==> src/rtl/reg_dump_ctrl_pkg.sv <==
// Shared definitions for the register-dump controller: the default widths
// and the FSM state encoding.
package reg_dump_ctrl_pkg;

  localparam int DEF_DATA_W = 32;
  localparam int DEF_ADDR_W = 5;

  typedef enum logic [2:0] {
    S_IDLE,
    S_ISSUE,
    S_CAPT,
    S_OUT,
    S_DONE
  } state_e;

endpackage

==> src/rtl/reg_dump_ctrl.sv <==
// Streams a range of register-file entries out over a valid/ready port,
// retrying any read that collides with a register-file write.
module reg_dump_ctrl
  import reg_dump_ctrl_pkg::*;
#(
  parameter int DATA_W = DEF_DATA_W,
  parameter int ADDR_W = DEF_ADDR_W
) (
  input  logic              i_clk,
  input  logic              i_rst_n,
  input  logic              i_start,
  input  logic [ADDR_W-1:0] i_first,
  input  logic [ADDR_W-1:0] i_last,
  output logic [ADDR_W-1:0] o_raddr,
  input  logic [DATA_W-1:0] i_rdata,
  input  logic              i_rf_we,
  output logic [DATA_W-1:0] o_data,
  output logic [ADDR_W-1:0] o_idx,
  output logic              o_valid,
  input  logic              i_ready,
  output logic              o_busy,
  output logic              o_done
);

  state_e            state_q, state_d;
  logic [ADDR_W-1:0] ptr_q;
  logic [ADDR_W-1:0] last_q;
  logic              handshake;
  logic              at_last;

  assign handshake = o_valid && i_ready;
  assign at_last   = (ptr_q == last_q);

  // NOTE: sequential state uses non-blocking assignments so every register
  // samples pre-edge values regardless of block ordering.
  always_ff @(posedge i_clk or negedge i_rst_n) begin
    if (!i_rst_n) state_q <= S_IDLE;
    else          state_q <= state_d;
  end

  // NOTE: state_d gets its default before the case so no path infers a latch.
  always_comb begin
    state_d = state_q;
    unique case (state_q)
      S_IDLE:  if (i_start) state_d = S_ISSUE;
      S_ISSUE: if (!i_rf_we) state_d = S_CAPT;
      S_CAPT:  state_d = S_OUT;
      S_OUT:   if (handshake) state_d = at_last ? S_DONE : S_ISSUE;
      S_DONE:  state_d = S_IDLE;
      default: state_d = S_IDLE;
    endcase
  end

  // Pointer increment relies on ADDR_W-bit truncation for the 31 -> 0 wrap.
  always_ff @(posedge i_clk or negedge i_rst_n) begin
    if (!i_rst_n) begin
      ptr_q   <= '0;
      last_q  <= '0;
      o_data  <= '0;
      o_idx   <= '0;
      o_valid <= 1'b0;
    end else begin
      unique case (state_q)
        S_IDLE: begin
          if (i_start) begin
            ptr_q  <= i_first;
            last_q <= i_last;
          end
        end
        S_CAPT: begin
          o_data  <= i_rdata;
          o_idx   <= ptr_q;
          o_valid <= 1'b1;
        end
        S_OUT: begin
          if (handshake) begin
            o_valid <= 1'b0;
            if (!at_last) ptr_q <= ptr_q + ADDR_W'(1);
          end
        end
        default: ;
      endcase
    end
  end

  assign o_raddr = (state_q == S_IDLE) ? '0 : ptr_q;
  assign o_busy  = (state_q != S_IDLE);
  assign o_done  = (state_q == S_DONE);

endmodule
==> config.mk <==
export PLATFORM = sky130hd
export DESIGN_NAME = reg_dump_ctrl
export DESIGN_NICKNAME = d
export VERILOG_FILES = /design/src/rtl/reg_dump_ctrl_pkg.sv /design/src/rtl/reg_dump_ctrl.sv
export SDC_FILE = /design/constraint.sdc
export NUM_CORES = 1
export LEC_CHECK = 0
export BUFFER_PORTS_ARGS = -buffer_cell sky130_fd_sc_hd__buf_2
export CELL_PAD_IN_SITES_DETAIL_PLACEMENT = 0
export CELL_PAD_IN_SITES_GLOBAL_PLACEMENT = 1
export CORE_MARGIN = 2
export CORE_UTILIZATION = 40
export DETAILED_ROUTE_END_ITERATION = 6
export MAX_ROUTING_LAYER = met4
export PLACE_DENSITY_LB_ADDON = 0.08
export SYNTH_ARGS = -nofsm -noshare
export SYNTH_HDL_FRONTEND = slang
export SYNTH_SLANG_ARGS = --single-unit
==> constraint.sdc <==
create_clock -name i_clk -period 4.1 [get_ports i_clk]
set_clock_uncertainty 0.15 [all_clocks]
set_input_delay 0.615 -clock i_clk [delete_from_list [all_inputs] [get_ports i_clk]]
set_output_delay 0.615 -clock i_clk [all_outputs]
set_load 0.005 [all_outputs]
* Word level (Yosys, flattened, before mapping) *
Cells that the tools add are included.

operators by class
  $add $sub $neg = 1
  equal/unequal tests = 9
  multiplexer cells = 12
  reductions and logical operators = 9

operator list
  cell                 number
  $mux 5               4
  $mux 3               4
  $pmux 3 s4           1
  $pmux 5 s2           1
  $ne 2x2->1 const B   4
  $eq 3x2->1 const B   2
  $add 5x1->5 const B  1
  $eq 5x5->1           1
  $reduce_and 2->1     2
  $reduce_and 4->1     1
  $reduce_bool 2->1    2
  $eq 3x1->1 const B   1
  $eq 3x3->1 const B   1
  $logic_not 3->1      1
  $reduce_and 3->1     1
  $reduce_bool 3->1    1
  $pmux 1 s2           1
  $logic_and 1x1->1    1
  $mux 1               1

storage, ports and cells
  register bits = 51

* Longest topological paths before layout *
Gate-level depths: netlist of run 1.

  depth after elaboration = 4
  depth in mapped cells = 7
  depth with buffers taken out = 5

* Worst setup path after synthesis of run 1 *
No wires, ideal clock.

  path type = register to register
  start point = register state_q[1]
  end point = register ptr_q[1]
  arrival time = 1.647 ns
  path slack = 2.178 ns
  stages on the path, launching flop included = 7
  path buffers = 1
  cell sequence = dfrtp_1 > buf_6 > nor3_4 > inv_2 > and3_4 > or3_4 > mux2_4

on the way
  cells in the longest elaborated chain, start to end = 3
  elaborated cells on any way between the ends = 8

ends and longest elaborated chain
  item                                                              RTL line             RTL
  start, declared                                                   reg_dump_ctrl.sv:25  state_e state_q, state_d;
  start signal, assigned                                            reg_dump_ctrl.sv:38  else state_q <= state_d;
  $eq 3x2->1 or $logic_not 3->1 (tied branches)                     reg_dump_ctrl.sv:63  unique case (state_q)
  $ne 2x2->1 (no source line) or $reduce_bool 2->1 (tied branches)  --
  $reduce_and 4->1 (no source line)                                 --
  end signal, assigned                                              reg_dump_ctrl.sv:66  ptr_q <= i_first;
  end signal, assigned                                              reg_dump_ctrl.sv:78  if (!at_last) ptr_q <= ptr_q + ADDR_W'(1);
  end, declared                                                     reg_dump_ctrl.sv:26  logic [ADDR_W-1:0] ptr_q;

Parallel ways exist; a longest one is shown, timed or not.
A chain may end at the register's enable or synchronous reset.

* Final worst setup path of run 1 *
  start point = register state_q[1]
  end point = output port o_raddr[1]

on the way
  cells in the longest elaborated chain, start to end = 2

ends and longest elaborated chain
  item             RTL line             RTL
  $logic_not 3->1  reg_dump_ctrl.sv:86  assign o_raddr = (state_q == S_IDLE) ? '0 : ptr_q;
  $mux 5           reg_dump_ctrl.sv:86
  end, declared    reg_dump_ctrl.sv:14  output logic [ADDR_W-1:0] o_raddr,

Every way passes these cells.

==> results of run 1 <==
[layout make-up]
type | count | area [sq um] | share of cell area
flip-flops and latches | 51 | 1280 | 0.449
multi-input cells | 106 | 905 | 0.318
repair buffers | 93 | 470 | 0.165
well taps | 72 | 90.1 | 0.0317
clock buffers | 7 | 86.3 | 0.0304
clock inverters | 1 | 8.76 | 0.00308
inverters | 2 | 7.51 | 0.00264
[registers in the layout, indices dropped and copies added, names as in the netlist]
signal,count
o_valid,1
last_q,5
o_data,32
o_idx,5
ptr_q,5
state_q,3
[how the worst min path moves through the flow]
| stage | startpoint | to | slack, ps |
|---|---|---|---|
| after CTS | i_rst_n | o_data[7] | 100 |
| after global routing | i_rst_n | o_data[7] | 120 |
| after detailed placement | o_data[23] | o_data[23] | 340 |
| final | i_rst_n | o_data[7] | 90 |
| after floorplan | i_rst_n | last_q[0] | 170 |
| after global placement | o_data[17] | o_data[17] | 330 |
[placed cells by master (no fill, tap or decap), drive strengths merged]
master / n
clkinv: 1
nand2: 6
nor2: 7
o31ai: 3
and2b: 5
nor3: 7
inv: 2
a31oi: 1
or3: 1
buf: 93
nand3b: 1
nand2b: 1
or2: 2
clkbuf: 7
and2: 3
a21oi: 3
o21ai: 5
and3: 1
o41ai: 3
nand3: 3
xor2: 5
ha: 1
mux2: 43
nor3b: 2
a21boi: 1
a21o: 1
o21a: 1
dfrtp: 51
[critical path, stage by stage, from the launching register on]
cell     delay [ps]
dfrtp_1         500
nor3_4          370
and2b_2         260
buf_2           120
[routing by layer]
| metal | vias to the layer above | part of all wire | wire (microns) | track usage |
|---|---|---|---|---|
| li1 | 773 | - | - | - |
| met1 | 799 | 0.46 | 2090 | 0.213 |
| met2 | 55 | 0.47 | 2120 | 0.256 |
| met3 | 4 | 0.060 | 272 | 0.0420 |
| met4 | 0 | 0.0099 | 45 | 0.0526 |
| met5 | - | 0 | 0 | - |
[metrics by stage]
step                      instances  hold slack, ps  power [W]  setup slack [ps]
after global placement          324             335    0.00189              2000
after detailed placement        324             339    0.00190              1940
after global routing            332             117    0.00237              1670
final                           332            85.1    0.00217              1790
after floorplan                 168             169    0.00155              2180
after CTS                       332             102    0.00221              1750
[power by group through the flow]
stage / combinational (W) / sequential [W] / clock (W)
2_1_floorplan: 0.000633 / 0.000920 / 0
3_3_place_gp: 0.000950 / 0.000939 / 0
3_5_place_dp: 0.000955 / 0.000949 / 0
4_1_cts: 0.000959 / 0.000941 / 0.000313
5_1_grt: 0.00106 / 0.000980 / 0.000330
6_report: 0.000938 / 0.000937 / 0.000298
[logic make-up after synthesis]
group	Yosys count	share of synthesized area
flops	51	0.570
simple gates	39	0.106
buf+inv	11	0.0279
xor+xnor	5	0.0196
compound gates	18	0.0525
fa+ha+maj	1	0.00559
mux	43	0.218
==> results.ini, run 1 <==
[synthesis]
syn_avg_cell_area_sq_um = 13.3
synth-edff-count = 0
yosysTopAreaCell = dfrtp_1
syn_area_sq_mm = 0.00224
ys_types = 32
synth_cells = 168
syn_nets = 216
synth_top_area_share = 0.570
yosysWarnings = 0
synth.most_common_cell = dfrtp_1
synth.yosys.seq_area_share = 0.570
synth_seq_cells = 51
synthTopCellsByArea = dfrtp_1 57%, mux2_2 21%, and2b_2 2.0%
netlist_top_cells_count = 51 x dfrtp_1, 42 x mux2_2, 7 x nor2_1
synthArstFlopShare = 1.00
synthFlopType = dfrtp_1

[finish]
fillers = 532
stdcell_area_sq_mm = 0.00284
drive_gt1_frac = 0.600
areaGrowthSynthToFinish_pct = 27.1
num_antenna_cells = 0
final_util = 0.523
finalNetCount = 307

[setup_path]
crit_path_max_fanout = 9
r2r_start = state_q[1]
worstPathRequired_ps = 3340
worstSetupPathType = flop to output pin
endpoint = o_raddr[1]
cp-end-kind = output pin
critPathArrivalTime_ps = 1550
r2r_slack_ps = 1990
reg2reg_depth = 5
cp-startpoint = state_q[1]
reg2reg_to = ptr_q[1]
start_kind = flop

[sta]
rsz0062_at_grt = no
maxSlewHeadroom = 0.659
hold_viol = 0
period_needed_ps = 2310
fmax_mhz = 432
worst_pin_slew_ps = 509
fin_crit_sh = 0.564
tns_ps = 0
drv_slew = 0
setup_viol = 0

[power]
ir_worst_vdd_mv = 0.289
comb_power_share = 0.431
power.density_mw_per_mm2 = 764
seq_power_share = 0.431
power.static_leakage_nw = 1.37
p_clk_frac = 0.137
p_int_w = 0.00144
power.net_switching_w = 0.000735
swShare = 0.338

[floorplan]
die-area_sq_mm = 0.00621
fp-row-count = 27
coreArea_sq_mm = 0.00544
io_pins = 92
die_w_microns = 78.8
start_util = 0.412
die_h_microns = 78.8

[grt]
grt_first_pass_wirelength_microns = 7780
grt_max_degree = 39
grt_use_total = 0.165
antenna_found_initial = 0
grt_overflow = 0
grt_pass1_vias = 1661

[clocking]
clk_latency_ps = 300
cts_tree = built
cts-root-buf = clkbuf_8
post_cts_buffers = 0
cts_hold_buf = 0
clockBufferDepth = 2
cts.clk_slew.worst_paths_ps = 90
htree_num_levels = 2
post_cts_resized = 0
cts_buffers = 5
cts_sinks = 51

[placed_design]
io_buffer_count = 91
detailed_place.area_sq_mm = 0.00275
gp_congestion = 0.778
hpwl_microns = 3350

[routing]
wl_microns = 4530
post_drt_wl_per_cell_microns = 13.6
num_vias = 1631
postRouteAntennaNets = 0
drtIter0Drc = 104
drc = 0
dr.pass1.iters = 4
avgViaCountPerCell = 4.91

[hold_path]
hp-class = primary input to asynchronous set/reset pin

[run]
drv_cap = 0

[outcome]
status = finished, final reports clean

Note: power is estimated with default switching activity, not from simulation.
==> inputs of run 2 (changes only) <==
- ABC_AREA: not set -> 1
- CORE_UTILIZATION: 40 -> 33
- clock period: 4.1 -> 1.9 ns (I/O delays scaled with it)
==> results.ini, run 2 <==
[synthesis]
netlist_top_cells_count = 51 x dfrtp_1, 44 x nand2_1, 27 x mux2_4
synth_top_family_by_area = multiplexers
synth.yosys.seq_area_share = 0.543
yosys.area_share.simple = 0.164
ys_types = 24
syn_area_sq_mm = 0.00235
synth_compound_area_frac = 0.0330
synthTopCellsByArea = dfrtp_1 54%, mux2_4 17%, nand2_1 7.0%
synth_xor_xnor_area_share = 0.0112
syn_nets = 251
synthFlopType = dfrtp_1
yosysWarnings = 0
synth.most_common_cell = dfrtp_1
synth_seq_cells = 51
yosysTopAreaCell = dfrtp_1
synth_cells = 203
muxShareOfSynthArea = 0.201
synthArstFlopShare = 1.00
synthAdderAreaFrac = 0.00532
syn_avg_cell_area_sq_um = 11.6
synth-edff-count = 0
synth_top_area_share = 0.543

[grt]
antenna_found_initial = 0
grt_use_total = 0.141
grt_overflow = 0
grt_max_degree = 52
grt_first_pass_wirelength_microns = 8210
grt_pass1_vias = 1709

[routing]
num_vias = 1738
post_drt_wl_per_cell_microns = 13.0
dr.pass1.iters = 4
avgViaCountPerCell = 4.38
drtIter0Drc = 73
postRouteAntennaNets = 0
wl_microns = 5160
drc = 0

[clocking]
cts_hold_buf = 1
cts_sinks = 51
cts_tree = built
post_cts_buffers = 0
post_cts_resized = 0
htree_num_levels = 2
clk_latency_ps = 300
cts.clk_slew.worst_paths_ps = 100
cts_buffers = 5
clockBufferDepth = 2
cts-root-buf = clkbuf_8

[finish]
fin_cells = 397
largest_reg_flops = 32
stdcell_area_sq_mm = 0.00306
finalNetCount = 348
final_util = 0.447
final_common_cell = buf_2
drive_gt1_frac = 0.488
areaGrowthSynthToFinish_pct = 30.0
layout_common_cells = 91 x buf_2, 51 x dfrtp_1, 44 x nand2_1, 27 x mux2_4, 12 x nor2_1
regMostFlops = o_data
num_antenna_cells = 0
fillers = 694

[floorplan]
fp-row-count = 30
die_w_microns = 88.4
die_h_microns = 88.4
die-area_sq_mm = 0.00782
coreArea_sq_mm = 0.00683
io_pins = 92
start_util = 0.344

[setup_path]
critPathArrivalTime_ps = 1390
r2r_slack_ps = 340
cp-end-kind = output pin
r2r_start = ptr_q[4]
worstPathRequired_ps = 1460
reg2reg_to = ptr_q[3]
start_kind = flop
worstSetupPathType = flop to output pin
reg2reg_depth = 10
crit_path_max_fanout = 6

[placed_design]
io_buffer_count = 91
hpwl_microns = 3780
gp_congestion = 0.782
detailed_place.area_sq_mm = 0.00293
placed_cells = 388

[power]
ir_worst_vdd_mv = 0.509
power.density_mw_per_mm2 = 1710
power.static_leakage_nw = 1.65

[sta]
fmax_mhz = 549
setup_viol = 0
period_needed_ps = 1820
fin_crit_sh = 0.959
drv_slew = 0
maxSlewHeadroom = 0.808
worst_pin_slew_ps = 288
hold_viol = 0
tns_ps = 0
rsz0062_at_grt = no

[hold_path]
holdPathStages = 2
holdPathEnd = last_q[2]
hp-start = i_last[2]
hp-class = primary input to flop

[run]
drv_cap = 0

[outcome]
status = finished, final reports clean

[run 2: changes by cell type after synthesis, moves of 8 or more]
cell,before,now
mux2_4,1,27
nand2_1,6,44
mux2_2,42,5
inv_1,1,11
nand3_1,3,11
[run 2: metrics by stage]
stage	setup WS [ps]	hold WS (ps)	power, W
finish	78.0	43.8	0.00524
floorplan	470	-161	0.00365
CTS	71.0	28.4	0.00532
global route	0.708	22.7	0.00571
global placement	325	152	0.00453
detailed placement	328	152	0.00451
[run 2: worst max-delay path, stage by stage, from the launching register on]
cell and delay, ps:
dfrtp_1 470, nor2_4 190, nand2_4 80, inv_2 130, nor2_1 90, buf_2 130
[run 2: layout make-up]
type	count	area, sq um	share of cell area
tap	96	120	0.0393
multi-input combinational	132	975	0.319
timing repair buffer	95	513	0.168
clock buffer	5	68.8	0.0225
sequential	51	1280	0.418
inverter	15	56.3	0.0184
clock inverter	3	46.3	0.0152
[run 2: kinds of logic (layout without fill, tap and decap cells)]
kind of cell | after synthesis | count (layout)
adders and majority gates | 1 | 1
xor gates and xnor gates | 3 | 3
muxes | 33 | 33
buffers and inverters | 20 | 118
DFF | 51 | 51
and+or+nand+nor | 80 | 80
AOI/OAI and AO/OA | 15 | 15
[run 2: power by group]
| group | leakage [nW] | total [W] | switching (W) | internal, W |
|---|---|---|---|---|
| Sequential | 0.604 | 0.00195 | 0.000329 | 0.00162 |
| Clock | 0.0548 | 0.000773 | 0.000376 | 0.000397 |
| Combinational | 0.994 | 0.00251 | 0.00118 | 0.00133 |
[run 2: per-layer routing]
| metal | global-route usage | wire [microns] | vias up | part of all wire |
|---|---|---|---|---|
| met4 | 0.0441 | 97 | 0 | 0.019 |
| met2 | 0.208 | 2330 | 59 | 0.45 |
| met1 | 0.190 | 2420 | 815 | 0.47 |
| li1 | - | - | 856 | - |
| met3 | 0.0364 | 315 | 8 | 0.061 |
| met5 | - | 0 | - | 0 |
[run 2: worst max-delay path by stage]
stage | start | end | slack, ps | cells past startpoint
after global routing | state_q[1] | o_raddr[3] | 0.7 | 5
after detailed placement | ptr_q[4] | ptr_q[3] | 330 | 10
final | state_q[1] | o_raddr[3] | 80 | 5
after floorplan | state_q[1] | last_q[2] | 470 | 5
after global placement | state_q[1] | state_q[0] | 320 | 7
after CTS | state_q[1] | o_raddr[3] | 70 | 5
